## config.mk

```make
export PLATFORM = sky130hd
export DESIGN_NAME = bp_cfg_loader
export DESIGN_NICKNAME = d
export VERILOG_FILES = /design/src/rtl/bp_cfg_loader.sv
export SDC_FILE = /design/constraint.sdc
export NUM_CORES = 1
export LEC_CHECK = 0
export ABC_AREA = 1
export CAP_MARGIN = 0
export CORE_MARGIN = 3
export CORE_UTILIZATION = 30
export CTS_CLUSTER_DIAMETER = 120
export DETAILED_ROUTE_END_ITERATION = 12
export PLACE_DENSITY = 0.9
export SETUP_SLACK_MARGIN = 0.15
export SLEW_MARGIN = 25
export SYNTH_ARGS = -nofsm -noshare
export SYNTH_HDL_FRONTEND = slang
export SYNTH_SLANG_ARGS = --single-unit
```

## constraint.sdc

```tcl
create_clock -name clk_i -period 2.6 [get_ports clk_i]
set_input_delay 0.26 -clock clk_i [delete_from_list [all_inputs] [get_ports clk_i]]
set_output_delay 0.26 -clock clk_i [all_outputs]
set_load 0.05 [all_outputs]
```

## src/rtl/bp_cfg_loader.sv

```systemverilog
// Boot-time configuration sequencer: freezes each core, loads CCE mode and microcode over the
// config bus, unfreezes it, then waits for every write acknowledgement before raising done_o.
module bp_cfg_loader #(
    parameter int unsigned num_cores_p       = 1,
    parameter int unsigned cce_pc_width_p    = 8,
    parameter int unsigned ucode_els_p       = 2 ** cce_pc_width_p,
    parameter int unsigned cfg_addr_width_p  = 16,
    parameter int unsigned cfg_data_width_p  = 64,
    parameter int unsigned max_outstanding_p = 4,
    localparam int unsigned CoreW = (num_cores_p > 1) ? $clog2(num_cores_p) : 1
) (
    input  logic                        clk_i,
    input  logic                        reset_i,

    output logic [cce_pc_width_p-1:0]   ucode_addr_o,
    input  logic [cfg_data_width_p-1:0] ucode_data_i,

    output logic                        cmd_v_o,
    input  logic                        cmd_ready_i,
    output logic [CoreW-1:0]            cmd_core_o,
    output logic [cfg_addr_width_p-1:0] cmd_addr_o,
    output logic [cfg_data_width_p-1:0] cmd_data_o,

    input  logic                        resp_v_i,
    output logic                        resp_yumi_o,

    output logic                        done_o
);

    localparam int unsigned CredW = $clog2(max_outstanding_p + 1);

    localparam logic [CredW-1:0]            MaxCred    = CredW'(max_outstanding_p);
    localparam logic [CoreW-1:0]            LastCore   = CoreW'(num_cores_p - 1);
    localparam logic [cce_pc_width_p-1:0]   LastIdx    = cce_pc_width_p'(ucode_els_p - 1);
    localparam logic [cfg_addr_width_p-1:0] FreezeAddr = cfg_addr_width_p'(32'h0010);
    localparam logic [cfg_addr_width_p-1:0] ModeAddr   = cfg_addr_width_p'(32'h0020);
    localparam logic [cfg_addr_width_p-1:0] UcodeBase  = cfg_addr_width_p'(32'h8000);
    localparam logic [cfg_data_width_p-1:0] DataOne    = cfg_data_width_p'(1);

    typedef enum logic [3:0] {
        StReset,
        StFreeze,
        StModeUc,
        StUcodeFetch,
        StUcodeSend,
        StModeNormal,
        StUnfreeze,
        StDrain,
        StDone
    } state_e;

    state_e                    state_q, state_d;
    logic [CoreW-1:0]          core_q, core_d;
    logic [cce_pc_width_p-1:0] idx_q, idx_d;
    logic [CredW-1:0]          credits_q, credits_d;

    logic can_issue;
    logic fire;
    logic cmd_hs;
    logic resp_hs;

    assign can_issue    = (credits_q < MaxCred);
    assign fire         = can_issue & cmd_ready_i;
    assign cmd_hs       = cmd_v_o & cmd_ready_i;
    assign resp_yumi_o  = resp_v_i & ~reset_i;
    assign resp_hs      = resp_yumi_o;

    // ROM address follows the word index, so the ROM output stays valid while a send stalls.
    assign ucode_addr_o = idx_q;
    assign cmd_core_o   = core_q;
    assign done_o       = (state_q == StDone);

    always_ff @(posedge clk_i) begin
        if (reset_i) begin
            state_q   <= StReset;
            core_q    <= '0;
            idx_q     <= '0;
            credits_q <= '0;
        end else begin
            state_q   <= state_d;
            core_q    <= core_d;
            idx_q     <= idx_d;
            credits_q <= credits_d;
        end
    end

    always_comb begin
        state_d    = state_q;
        core_d     = core_q;
        idx_d      = idx_q;
        cmd_v_o    = 1'b0;
        cmd_addr_o = '0;
        cmd_data_o = '0;

        unique case (state_q)
            StReset: begin
                state_d = StFreeze;
            end
            StFreeze: begin
                cmd_v_o    = can_issue;
                cmd_addr_o = FreezeAddr;
                cmd_data_o = DataOne;
                if (fire) state_d = StModeUc;
            end
            StModeUc: begin
                cmd_v_o    = can_issue;
                cmd_addr_o = ModeAddr;
                if (fire) state_d = StUcodeFetch;
            end
            StUcodeFetch: begin
                state_d = StUcodeSend;
            end
            StUcodeSend: begin
                cmd_v_o    = can_issue;
                cmd_addr_o = UcodeBase + cfg_addr_width_p'(idx_q);
                cmd_data_o = ucode_data_i;
                if (fire) begin
                    if (idx_q == LastIdx) begin
                        idx_d   = '0;
                        state_d = StModeNormal;
                    end else begin
                        idx_d   = idx_q + cce_pc_width_p'(1);
                        state_d = StUcodeFetch;
                    end
                end
            end
            StModeNormal: begin
                cmd_v_o    = can_issue;
                cmd_addr_o = ModeAddr;
                cmd_data_o = DataOne;
                if (fire) state_d = StUnfreeze;
            end
            StUnfreeze: begin
                cmd_v_o    = can_issue;
                cmd_addr_o = FreezeAddr;
                if (fire) begin
                    if (core_q == LastCore) begin
                        state_d = StDrain;
                    end else begin
                        core_d  = core_q + CoreW'(1);
                        state_d = StFreeze;
                    end
                end
            end
            StDrain: begin
                if (credits_q == '0) state_d = StDone;
            end
            StDone: begin
                state_d = StDone;
            end
            default: begin
                state_d = StReset;
            end
        endcase
    end

    always_comb begin
        credits_d = credits_q;
        unique case ({cmd_hs, resp_hs})
            2'b10:   credits_d = credits_q + CredW'(1);
            2'b01:   credits_d = credits_q - CredW'(1);
            default: credits_d = credits_q;
        endcase
    end

    // A response with nothing outstanding means the network acknowledged a write we never sent.
    credit_underflow_a: assert property (@(posedge clk_i) disable iff (reset_i)
        !(resp_v_i && (credits_q == '0)));

    credit_overflow_a: assert property (@(posedge clk_i) disable iff (reset_i)
        credits_q <= MaxCred);

endmodule
```

Yosys cells after proc, flatten, opt, wreduce, memory -nomap -nowiden
Index checks and enable logic that the tools add are counted.

storage, ports and cells
  register bits after elaboration = 16
  input port bits = 68
  output and inout port bits = 92
  word-level logic and storage cells = 56

operators by class
  add/subtract/negate cells = 5
  $lt $le $gt $ge = 1
  eq/ne operators = 17
  multiplexer cells = 15
  bitwise gates (word level) = 4
  reductions and logical operators = 10

operators by type and width
  cell                   count
  $pmux 64 s2            1
  $pmux 16 s3            1
  $pmux 4 s9             1
  $mux 4                 6
  $add 16x8->16 const A  1
  $eq 4x3->1 const B     4
  $ne 2x2->1 const B     6
  $add 8x1->8 const B    1
  $eq 4x2->1 const B     2
  $eq 8x8->1 const B     1
  $mux 8                 1
  $mux 3                 2
  $pmux 3 s2             1
  $reduce_and 6->1       1
  $reduce_or 2->1        3
  $reduce_or 5->1        1
  $eq 4x1->1 const B     1
  $eq 4x4->1 const B     1
  $logic_not 4->1        1
  $reduce_and 2->1       2
  $add 3x1->3 const B    1
  $and 1x1->1            3
  $logic_not 3->1        1
  $lt 3x3->1 const B     1
  other kinds (7)        8

Depth between registers and ports, before layout
Gate-level depths: netlist of the first run.

  word-level depth = 6
  depth in mapped cells = 13
  gate-level depth less buffers = 12

Worst setup path after synthesis of the first run
No wires, ideal clock.

  path kind = register to register
  start point = register state_q[2]
  end point = register credits_q[1]
  library setup time = 70 ps
  arrival = 2441 ps
  data required time = 2530 ps
  slack = 89 ps
  cell stages (with the launch flop) = 10
  buffers on the path = 0
  period minus slack after synthesis = 2511 ps
  cells stage by stage = dfxtp_1 -> inv_2 -> nor2_4 -> nand2_4 -> a21oi_1 -> nand2_1 -> ha_1 -> inv_1 -> fa_1 -> a21oi_1

on the way
  word-level cells in the longest chain between the ends = 6
  elaborated cells between the ends (all ways) = 12
  classes of those cells = eq/ne: 7; mux: 2; bitwise: 1; reduce/logical: 2

ends and longest elaborated chain
  what                                                    line  source
  start: declaration                                      52    state_e state_q, state_d;
  start signal: assignment                                75    state_q <= StReset;
  start signal: assignment                                80    state_q <= state_d;
  $eq 4x3->1 (tied with other cells)                      95    unique case (state_q)
  $reduce_or 5->1 (no line) *                             -
  $mux 1 *                                                95
  net cmd_v_o                                             18    output logic cmd_v_o,
  $and 1x1->1 *                                           64    assign cmd_hs = cmd_v_o & cmd_ready_i;
  $eq 2x1->1 / $eq 2x2->1 (equally long branches)         159   unique case ({cmd_hs, resp_hs})
  $pmux 3 s2 / $reduce_bool 2->1 (equally long branches)  -
  end signal: assignment                                  83    credits_q <= credits_d;
  end: declaration                                        55    logic [CredW-1:0] credits_q, credits_d;

The timed path passes the listed nets; every way through them passes the cells marked *.
A chain may end at the register's enable or synchronous reset.

Worst setup path in the final report of the first run
  start point = register state_q[2]
  end point = output cmd_data_o[1]

on the way
  word-level cells in the longest chain between the ends = 3
  elaborated cells between the ends (all ways) = 5
  classes of those cells = eq/ne: 3; mux: 1; reduce/logical: 1

ends and longest elaborated chain
  what                                             line  source
  $eq 4x3->1 / $eq 4x1->1 (equally long branches)  95
  $reduce_or 2->1 (no line)                        -
  $pmux 64 s2 *                                    95
  end: declaration                                 22    output logic [cfg_data_width_p-1:0] cmd_data_o,

Every way passes the cells marked *; elsewhere a longest branch is shown, timed or not.

==> results of run 1 <==
-- cell type report --
type	instances	area [sq um]	share of cell area [%]
clock buffer	3	41.3	1.34
multi-input combinational	181	866	28.2
tap	67	83.8	2.73
timing repair buffer	153	1450	47.1
inverter	87	328	10.7
sequential	15	302	9.82
clock inverter	1	5.00	0.163
-- registers in the layout, summed over array words and instances, names as in the netlist --
signal        count
ucode_addr_o      8
credits_q         3
state_q           4
-- Yosys cell counts --
library cell	number	area, sq um
conb_1	1	3.75
a21oi_1	16	80.1
a32o_1	1	10.0
nand2_4	4	45.0
dfxtp_1	15	300
nand3_1	9	45.0
clkbuf_1	3	11.3
nor2_8	1	20.0
inv_2	3	11.3
buf_4	9	67.6
nand4_1	1	6.26
nor3_1	4	20.0
clkinv_2	1	5.00
o211ai_1	1	7.51
inv_1	83	312
nor2_4	5	56.3
nand2_2	1	6.26
nor2_1	85	319
ha_1	2	25.0
buf_2	5	25.0
xor2_1	1	8.76
nand2_1	34	128
o21ai_0	7	35.0
fa_1	1	20.0
-- cell families after synthesis --
| logic type | after synthesis |
|---|---|
| other | 1 |
| AND/OR/NAND/NOR | 144 |
| flip-flops | 15 |
| XOR/XNOR | 1 |
| adder cells (fa/ha/maj) | 3 |
| AO/OA/AOI/OAI | 25 |
| buffers and inverters | 104 |
-- layer usage --
| layer | global-route usage, % | share of wire (%) | wire (um) |
|---|---|---|---|
| met1 | 18.8 | 37 | 2130 |
| met2 | 35.1 | 51 | 2960 |
| met3 | 5.50 | 9.8 | 571 |
| met4 | 7.34 | 2.7 | 158 |
| met5 | 0 | 0 | 0 |
-- worst max path at each step --
stage / startpoint / endpoint / slack, ps / depth (start not counted)
6_report: state_q[2]$_SDFFE_PP0P_ / cmd_data_o[1] / 270 / 5
2_1_floorplan: reset_i / credits_q[2]$_SDFFE_PP0P_ / 220 / 9
3_3_place_gp: state_q[2]$_SDFFE_PP0P_ / cmd_data_o[58] / 400 / 6
4_1_cts: state_q[2]$_SDFFE_PP0P_ / cmd_data_o[59] / 220 / 5
5_1_grt: state_q[2]$_SDFFE_PP0P_ / cmd_data_o[4] / 150 / 5
3_5_place_dp: state_q[2]$_SDFFE_PP0P_ / cmd_data_o[58] / 280 / 6
-- per-stage QoR --
stage               setup WS, ps  hold slack [ps]  cell area [sq um]  utilization [%]
floorplan                    219              422               1600                -
global placement             403              437               3050             62.5
detailed placement           282              440               3050             62.5
CTS                          221              448               3070             62.8
global route                 151              511               3070             62.9
finish                       271              444               3070             62.9
-- power by group through the flow --
stage	Combinational (W)	Clock, W	Sequential [W]
floorplan	0.000609	0	0.000284
global placement	0.000860	0	0.000300
detailed placement	0.000880	0	0.000300
CTS	0.000869	0.000194	0.000296
global route	0.000927	0.000207	0.000305
finish	0.000862	0.000193	0.000297
-- worst register-to-register path, stage by stage, from the launching register on --
cell	delay, ps
dfxtp_1	450
nor2_4	80
nand2_4	250
a21oi_2	120
nand2_1	70
ha_1	140
inv_1	70
fa_1	390
a21oi_1	150
o21ai_0	120
o21ai_0	170
a21oi_1	50
==> results by group, run 1 <==
Setup path
  • Max FO, Critical Path: 27
  • Critical Path, Cell by Cell: inv_2, nor2_4, nand2_4, nor2_1, clkdlybuf4s50_1
  • Crit Reg-Reg Endpoint: credits_q[2]$_SDFFE_PP0P_
  • Required @ worst endpoint: 2340 ps
  • CP endpoint kind: output pin
  • R2r worst-path depth: 11
  • Reg2reg setup slack: 440 ps
  • Slowest CP cell: clkdlybuf4s50_1
  • Crit path buffers/inverters: 2
  • Kind of critical path: register to output pin
  • Family with the most delay on the worst path: buffers and inverters
  • Max incr delay on CP: 820 ps
  • Worst path arrival time: 2070 ps
  • Crit path launch type: register
  • Worst R2R Start: state_q[0]$_SDFFE_PP0P_

Die
  • # rows: 25
  • Die area: 6130 sq um
  • Die Span Y: 78.3 um
  • CORE AREA: 4880 sq um
  • Top-level I/O count: 160
  • Die width: 78.3 um
  • Initial core utilization: 32.1%

Synthesis
  • Synth Area in XOR/XNOR: 0.559%
  • Seq/Total Area, Yosys: 19.2%
  • Post-synthesis adder-cell area fraction: 2.87%
  • Flops & latches, synth: 15
  • Synth Area in Compound Gates: 8.46%
  • Simple-Gate Fraction of Synth Area: 41.2%
  • Largest family of logic cells by synthesized area: simple AND/OR/NAND/NOR gates
  • Synth Cell Area: 1570 sq um
  • Syn avg cell area: 5.35 sq um
  • Multiplexer area fraction after synthesis: 0%
  • Cells after synthesis: 293
  • Yosys cell types: 24
  • Ys Warns: 0

Clocking
  • H-tree depth: 1
  • Clk sink count: 15
  • Clk_lat worst skew: 250 ps
  • CTS root buffer: clkbuf_8
  • Max clock buf depth: 2
  • TritonCTS Buffers: 3
  • Reg clk slew, reported paths: 60 ps
  • TritonCTS clock tree: yes
  • Post-CTS Setup Bufs: 0
  • CTS-repair resized insts: 25
  • Hold Buf Count CTS: 0

Detailed routing
  • WL final: 5.83 mm
  • Vias per inst: 4.23
  • DR WL/cell: 11.5 um
  • Vias: 2146
  • Remaining routing DRC violations: 0
  • Post-route ant nets: 0
  • TritonRoute pass-1 iters: 4
  • Initial drt markers: 67

Global route
  • Vias in the first global route: 2181
  • Largest net degree at the start of global routing: 47
  • Total gr overflow: 0
  • Antenna violations before repair: 0
  • First-pass GRT wire length: 9.45 mm
  • Total GRT Usage: 18.5%

Final layout
  • Commonest cells after routing, fill and taps aside: clkdlybuf4s50_1, nor2_1, inv_1
  • Final antenna diode count: 0
  • Fin nets: 512
  • Area Overhead vs Synth: 95.8%
  • Fillers: 475
  • Commonest non-fill, non-tap cell in the layout: clkdlybuf4s50_1
  • Share of post-route cells with drive strength above 1: 11.1%
  • Finished Layout Cells: 507

Place
  • Cell Count Post-Placement: 503
  • Port Buffers: 151
  • Post-DP HPWL: 4.97 mm
  • Gp weighted congestion: 0.839

Flow run
  • Max capacitance violation total: 0

Timing
  • Final setup violation count: 0
  • Setup_tns: 0 ps
  • Relative slew margins: 64.7%
  • Fin. Hold Viols: 0
  • RSZ-0062 raised after global routing: no
  • Slew Limit Fails: 0
  • Crit path time final: 2330 ps
  • Worst-Margin Slew: 528 ps
  • Max Fclk: 0.429 GHz
  • Final Skew: 3.15 ps
  • Tcrit/Tclk final: 89.6%

Hold path
  • HP Class: register to register
  • Hold Startpoint: credits_q[0]$_SDFFE_PP0P_
  • Hold endpoint: credits_q[0]$_SDFFE_PP0P_
  • Hold Path Depth: 1

Power and ir drop
  • Leakage power: 1.68 nW
  • Comb pwr share: 63.7%
  • Clock network fraction of total power: 14.3%
  • Int Power: 0.000663 W
  • Power Total: 0.00135 W
  • Peak supply drop: 0.281 mV
  • NetSw: 0.000690 W
  • Power per cell area: 440 nW/um^2
  • Sw Share: 51.0%
  • Seq pwr share: 22.0%

Run status
  • Status: complete, no violations
(Power assumes the default switching activity.)
==> run 2, diff against run 1 <==
--- a/config.mk
+++ b/config.mk
@@ -7,7 +7,6 @@
 export LEC_CHECK = 0
 export ABC_AREA = 1
 export CAP_MARGIN = 0
-export CORE_MARGIN = 3
 export CORE_UTILIZATION = 30
 export CTS_CLUSTER_DIAMETER = 120
 export DETAILED_ROUTE_END_ITERATION = 12
==> run 2 against run 1 <==
Compared with the run above:
- hold slack improved by 10 ps
- combinational power barely moved
- total power barely moved
- critical path type unchanged
==> results by group, run 2 (same netlist as run 1, synthesis figures left out) <==
Clocking
  • Max clock buf depth: 2 (unchanged)
  • CTS root buffer: clkbuf_8
  • CTS-repair resized insts: 0 (-100%)
  • Reg clk slew, reported paths: 60 ps (about the same)
  • Post-CTS Setup Bufs: 0 (unchanged)
  • TritonCTS Buffers: 3 (unchanged)
  • Clk sink count: 15 (unchanged)
  • Clk_lat worst skew: 250 ps (about the same)
  • Hold Buf Count CTS: 0 (unchanged)
  • TritonCTS clock tree: yes
  • H-tree depth: 1 (unchanged)

Flow run
  • Max capacitance violation total: 0 (unchanged)

Run status
  • Status: complete, no violations

Timing
  • Final setup violation count: 0 (unchanged)
  • Tcrit/Tclk final: 89.6% (about the same)
  • Final hold slack: 454 ps (+10.2 ps)
  • Fin. Hold Viols: 0 (unchanged)
  • Setup_tns: 0 ps (unchanged)
  • Worst-Margin Slew: 534 ps (+6.20 ps)
  • Slew Limit Fails: 0 (unchanged)
  • Crit path time final: 2330 ps (+1.09 ps)
  • Relative slew margins: 64.3% (-0.41 points)
  • Final Skew: 3.97 ps (+0.821 ps)
  • RSZ-0062 raised after global routing: no
  • Max Fclk: 0.429 GHz (about the same)

Setup path
  • R2r worst-path depth: 11 (unchanged)
  • CP endpoint kind: output pin
  • Max FO, Critical Path: 42 (+56%)
  • Critical Path, Cell by Cell: inv_2, nor2_4, nand2_4, buf_12, nor2_1, clkdlybuf4s50_1
  • Max incr delay on CP: 810 ps (about the same)
  • Required @ worst endpoint: 2340 ps (about the same)
  • Kind of critical path: register to output pin
  • Crit Reg-Reg Endpoint: credits_q[2]$_SDFFE_PP0P_
  • Crit path launch type: register
  • Reg2reg setup slack: 510 ps (+70 ps)
  • Slowest CP cell: clkdlybuf4s50_1
  • Worst path arrival time: 2070 ps (about the same)
  • Worst R2R Start: state_q[1]$_SDFFE_PP0P_

Detailed routing
  • TritonRoute pass-1 iters: 4 (unchanged)
  • Post-route ant nets: 0 (unchanged)
  • DR WL/cell: 10.6 um (-8.1%)
  • Initial drt markers: 41 (-39%)
  • WL final: 5.36 mm (-8.0%)
  • Remaining routing DRC violations: 0 (unchanged)
  • Vias: 2112 (-1.6%)
  • Vias per inst: 4.16 (-1.8%)

Place
  • Post-DP HPWL: 4.50 mm (-9.6%)
  • Gp weighted congestion: 0.835 (-0.56%)
  • Port Buffers: 151 (unchanged)
  • Cell Count Post-Placement: 504 (+0.20%)

Hold path
  • Hold endpoint: credits_q[0]$_SDFFE_PP0P_
  • Hold Startpoint: credits_q[0]$_SDFFE_PP0P_
  • HP Class: register to register
  • Hold Path Depth: 1 (unchanged)

Global route
  • Total gr overflow: 0 (unchanged)
  • Antenna violations before repair: 0 (unchanged)
  • First-pass GRT wire length: 7.48 mm (-21%)
  • Largest net degree at the start of global routing: 43 (-8.5%)
  • Vias in the first global route: 1752 (-20%)
  • Total GRT Usage: 17.0% (-1.6 points)

Die
  • Die area: 5520 sq um (-10%)
  • # rows: 25 (unchanged)
  • Die width: 74.3 um (-5.1%)
  • Top-level I/O count: 160 (unchanged)
  • CORE AREA: 4880 sq um (unchanged)
  • Die Span Y: 74.3 um (-5.1%)
  • Initial core utilization: 32.1% (unchanged)

Final layout
  • Fillers: 432 (-9.1%)
  • Multi-input logic area: 866 sq um (unchanged)
  • Final antenna diode count: 0 (unchanged)
  • Reg area: 300 sq um (-0.41%)
  • Commonest cells after routing, fill and taps aside: clkdlybuf4s50_1, nor2_1, inv_1
  • Final Util: 64.9% (+1.9 points)
  • Number of flip-flops in the largest register: 8 (unchanged)
  • Commonest non-fill, non-tap cell in the layout: clkdlybuf4s50_1
  • Area Overhead vs Synth: 102%
  • Finished Layout Cells: 508 (+0.20%)
  • Fin nets: 513 (+0.20%)
  • Share of post-route cells with drive strength above 1: 12.5% (+1.3 points)

Power and ir drop
  • Leakage power: 2.12 nW (+26%)
  • Power Total: 0.00135 W (about the same)
  • Power per cell area: 427 nW/um^2 (-3.0%)
  • Peak supply drop: 0.421 mV (+50%)
==> run 2: stage by stage <==
step | instance area, sq um | setup slack, ps
final | 3170 | 270
after global routing | 3170 | 152
after detailed placement | 3040 | 489
after floorplan | 1600 | 219
after global placement | 3040 | 547
after CTS | 3090 | 210
==> run 2: how the worst max path moves through the flow <==
stage | cells after the start | to | start | slack (ps)
detailed placement | 6 | cmd_data_o[53] | state_q[2]$_SDFFE_PP0P_ | 490
finish | 6 | cmd_data_o[47] | state_q[2]$_SDFFE_PP0P_ | 270
global placement | 6 | cmd_data_o[23] | state_q[2]$_SDFFE_PP0P_ | 550
CTS | 6 | cmd_data_o[53] | state_q[2]$_SDFFE_PP0P_ | 210
global route | 6 | cmd_data_o[47] | state_q[2]$_SDFFE_PP0P_ | 150
floorplan | 9 | credits_q[2]$_SDFFE_PP0P_ | reset_i | 220
==> run 2: critical path: cells and delay by family (launching register included) <==
kind	cells	cell delay, ps
flops	1	440
buf+inv	3	1060
simple gates	3	300
==> run 2: layout make-up <==
class	instances	area share, %
Timing Repair Buffer	154	48.7
Multi-Input combinational cell	181	27.4
Clock inverter	1	0.158
Sequential cell	15	9.49
Tap cell	67	2.65
Inverter	87	10.4
Clock buffer	3	1.30
==> run 2: metal layers <==
| metal | wire length, um | up-vias | track usage, % |
|---|---|---|---|
| met5 | 0 | - | 0 |
| met4 | 72 | 0 | 4.82 |
| met1 | 2100 | 894 | 19.4 |
| met3 | 447 | 8 | 2.85 |
| li1 | - | 1117 | - |
| met2 | 2740 | 93 | 32.2 |
==> run 2: power breakdown <==
group / switching, W / internal [W] / total (W)
sequential: 0.0000395 / 0.000258 / 0.000298
combinational: 0.000558 / 0.000307 / 0.000864
clock: 0.0000846 / 0.000106 / 0.000191
total: 0.000682 / 0.000671 / 0.00135
==> run 3, diff against run 2 <==
--- a/config.mk
+++ b/config.mk
@@ -7,11 +7,13 @@
 export LEC_CHECK = 0
 export ABC_AREA = 1
 export CAP_MARGIN = 0
+export CORE_MARGIN = 2
 export CORE_UTILIZATION = 30
 export CTS_CLUSTER_DIAMETER = 120
 export DETAILED_ROUTE_END_ITERATION = 12
 export PLACE_DENSITY = 0.9
 export SETUP_SLACK_MARGIN = 0.15
+export SKIP_LAST_GASP = 1
 export SLEW_MARGIN = 25
 export SYNTH_ARGS = -nofsm -noshare
 export SYNTH_HDL_FRONTEND = slang
==> run 3 against run 2 <==
Compared with the run above:
- global-route usage grew 1.7 points
- fmax shrank 0.52%
- clock skew shrank 3.1 ps
- cell count grew 0.39%
- register-to-register slack lost 60 ps
- hold slack gained 17 ps
- wire length grew 5.6%
- flip-flop and latch count is the same
- combinational power shrank 1%
- critical path depth shrank 1
- clock power is essentially flat
- count of clock-buffer cells in the layout grew 1
- critical path type unchanged
- critical endpoint is now cmd_data_o[43]
- largest cell class unchanged
==> results by group, run 3 (same netlist as run 1, synthesis figures left out) <==
Clocking
  • TritonCTS Buffers: 3 (unchanged)
  • H-tree depth: 1 (unchanged)
  • Max clock buf depth: 2 (unchanged)
  • TritonCTS clock tree: yes
  • Clk_lat worst skew: 250 ps (about the same)
  • Reg clk slew, reported paths: 60 ps (about the same)
  • CTS root buffer: clkbuf_8
  • Clk sink count: 15 (unchanged)
  • Hold Buf Count CTS: 0 (unchanged)
  • Post-CTS Setup Bufs: 0 (unchanged)

Global route
  • Total GRT Usage: 18.7% (+1.7 points)
  • Met1 Resource Use GR: 20.5% (+1.1 points)
  • Total gr overflow: 0 (unchanged)
  • Antenna violations before repair: 0 (unchanged)
  • Met3 Use GR: 4.27% (+1.4 points)
  • Met2 Usage GRT: 35.1% (+2.9 points)
  • Grt peak-use layer: met2
  • First-pass GRT wire length: 9.23 mm (+23%)
  • Vias in the first global route: 2054 (+17%)
  • Largest net degree at the start of global routing: 45 (+4.7%)

Final layout
  • Fillers: 487 (+13%)
  • Commonest non-fill, non-tap cell in the layout: nor2_1
  • Number of flip-flops in the largest register: 8 (unchanged)
  • Area Overhead vs Synth: 99.8%
  • Multi-input logic area: 866 sq um (unchanged)
  • Finished Layout Cells: 510 (+0.39%)
  • Reg area: 302 sq um (+0.42%)
  • Fin nets: 512 (-0.19%)
  • Share of post-route cells with drive strength above 1: 8.86% (-3.6 points)
  • Final antenna diode count: 0 (unchanged)
  • Commonest cells after routing, fill and taps aside: nor2_1, inv_1, clkdlybuf4s50_1

Run status
  • Status: complete, no violations

Timing
  • Tcrit/Tclk final: 90.1% (+0.47 points)
  • Slew Limit Fails: 0 (unchanged)
  • Fin. Hold Viols: 0 (unchanged)
  • RSZ-0062 raised after global routing: yes
  • Max Fclk: 0.427 GHz (-0.52%)
  • Relative slew margins: 64.4% (+0.088 points)
  • Final setup violation count: 0 (unchanged)
  • Setup_tns: 0 ps (unchanged)
  • Crit path time final: 2340 ps (+12.1 ps)
  • Final Skew: 0.883 ps (-3.09 ps)
  • Worst-Margin Slew: 533 ps (-1.31 ps)

Setup path
  • Crit Reg-Reg Endpoint: credits_q[2]$_SDFFE_PP0P_
  • Family with the most delay on the worst path: buffers and inverters
  • Reg2reg setup slack: 450 ps (-60 ps)
  • Crit path buffers/inverters: 2 (-1)
  • Kind of critical path: register to output pin
  • Slowest CP cell: clkdlybuf4s50_1
  • Crit path launch type: register
  • Max FO, Critical Path: 29 (-31%)
  • Worst path arrival time: 2080 ps (about the same)
  • Max incr delay on CP: 810 ps (about the same)
  • Worst R2R Start: state_q[0]$_SDFFE_PP0P_
  • Required @ worst endpoint: 2340 ps (about the same)
  • Critical Path, Cell by Cell: inv_2, nor2_4, nand2_4, nor2_1, clkdlybuf4s50_1
  • CP endpoint kind: output pin
  • R2r worst-path depth: 11 (unchanged)

Die
  • # rows: 26 (+4.0%)
  • Die width: 76.3 um (+2.7%)
  • Initial core utilization: 30.9% (-1.2 points)
  • Top-level I/O count: 160 (unchanged)
  • CORE AREA: 5070 sq um (+4.0%)
  • Die Span Y: 76.3 um (+2.7%)
  • Die area: 5820 sq um (+5.5%)

Hold path
  • Hold Path Depth: 1 (unchanged)
  • Hold Startpoint: credits_q[0]$_SDFFE_PP0P_
  • HP Class: register to register
  • Hold endpoint: credits_q[0]$_SDFFE_PP0P_

Place
  • Post-DP HPWL: 4.72 mm (+4.9%)
  • Gp weighted congestion: 0.891 (+6.8%)
  • Port Buffers: 151 (unchanged)
  • Cell Count Post-Placement: 506 (+0.40%)

Power and ir drop
  • Power per cell area: 430 nW/um^2 (+0.59%)
  • Leakage power: 2.03 nW (-4.2%)
  • Peak supply drop: 0.254 mV (-40%)

Detailed routing
  • WL final: 5.66 mm (+5.6%)
  • Initial drt markers: 60 (+46%)
  • Post-route ant nets: 0 (unchanged)
  • Vias per inst: 4.25 (+2.2%)
  • Remaining routing DRC violations: 0 (unchanged)
  • DR WL/cell: 11.1 um (+5.1%)
  • Vias: 2166 (+2.6%)
  • TritonRoute pass-1 iters: 4 (unchanged)

Flow run
  • Max capacitance violation total: 0 (unchanged)
[run 3: changes by cell type in the layout (fill, tap and decap cells not counted)]
cell	change
dfxtp_2	+1
buf_4	-16
clkbuf_1	+1
clkdlybuf4s50_1	-6
dfxtp_1	-1
dlygate4sd2_1	+32
dlymetal6s2s_1	-11
clkinv_2	-1
[run 3: per-layer routing]
metal  routed length, um  vias up
li1                    -     1110
met4                  96        0
met2                2830      107
met1                2270      938
met3                 459       11
met5                   0        -
[run 3: worst register-to-register path, delay by kind of cell, from the launching register on]
family | cells | cell delay [ps]
DFF | 1 | 440
buffers and inverters | 1 | 60
and+or+nand+nor | 3 | 420
AOI/OAI and AO/OA | 5 | 610
adders and majority gates | 2 | 500
[run 3: worst max path at each step]
stage | from | endpoint | slack [ps] | cells after the start
after CTS | state_q[2]$_SDFFE_PP0P_ | cmd_data_o[46] | 220 | 5
after global placement | state_q[2]$_SDFFE_PP0P_ | cmd_data_o[26] | 390 | 6
after global routing | state_q[0]$_SDFFE_PP0P_ | credits_q[2]$_SDFFE_PP0P_ | 140 | 11
final | state_q[2]$_SDFFE_PP0P_ | cmd_data_o[43] | 260 | 5
after floorplan | reset_i | credits_q[2]$_SDFFE_PP0P_ | 220 | 9
after detailed placement | state_q[2]$_SDFFE_PP0P_ | cmd_data_o[22] | 310 | 6
[run 3: timing repair]
item                       CTS  global route
resized for setup           32            20
hold endpoints to repair     0             0
setup endpoints to repair   32            20
[run 3: through the flow]
step	power, W	worst slack (ps)	hold slack, ps	utilization [%]	cell area, sq um
finish	0.00135	257	471	61.7	3130
global route	0.00143	141	484	61.7	3130
CTS	0.00135	224	463	60.7	3080
detailed placement	0.00118	306	452	60.7	3080
global placement	0.00116	388	436	60.7	3080
floorplan	0.000893	219	422	-	1600
[run 3: power breakdown]
group / total [W] / internal [W] / switching [W]
clock network: 0.000192 / 0.000109 / 0.0000828
registers: 0.000300 / 0.000260 / 0.0000403
logic: 0.000855 / 0.000295 / 0.000560
total: 0.00135 / 0.000663 / 0.000683
[run 3: final cells by class]
class	instances	share of cell area, %
Clock buffer	4	1.44
Multi-Input combinational cell	181	27.6
Inverter	87	10.5
Timing Repair Buffer	153	48.0
Tap cell	70	2.80
Sequential cell	15	9.63
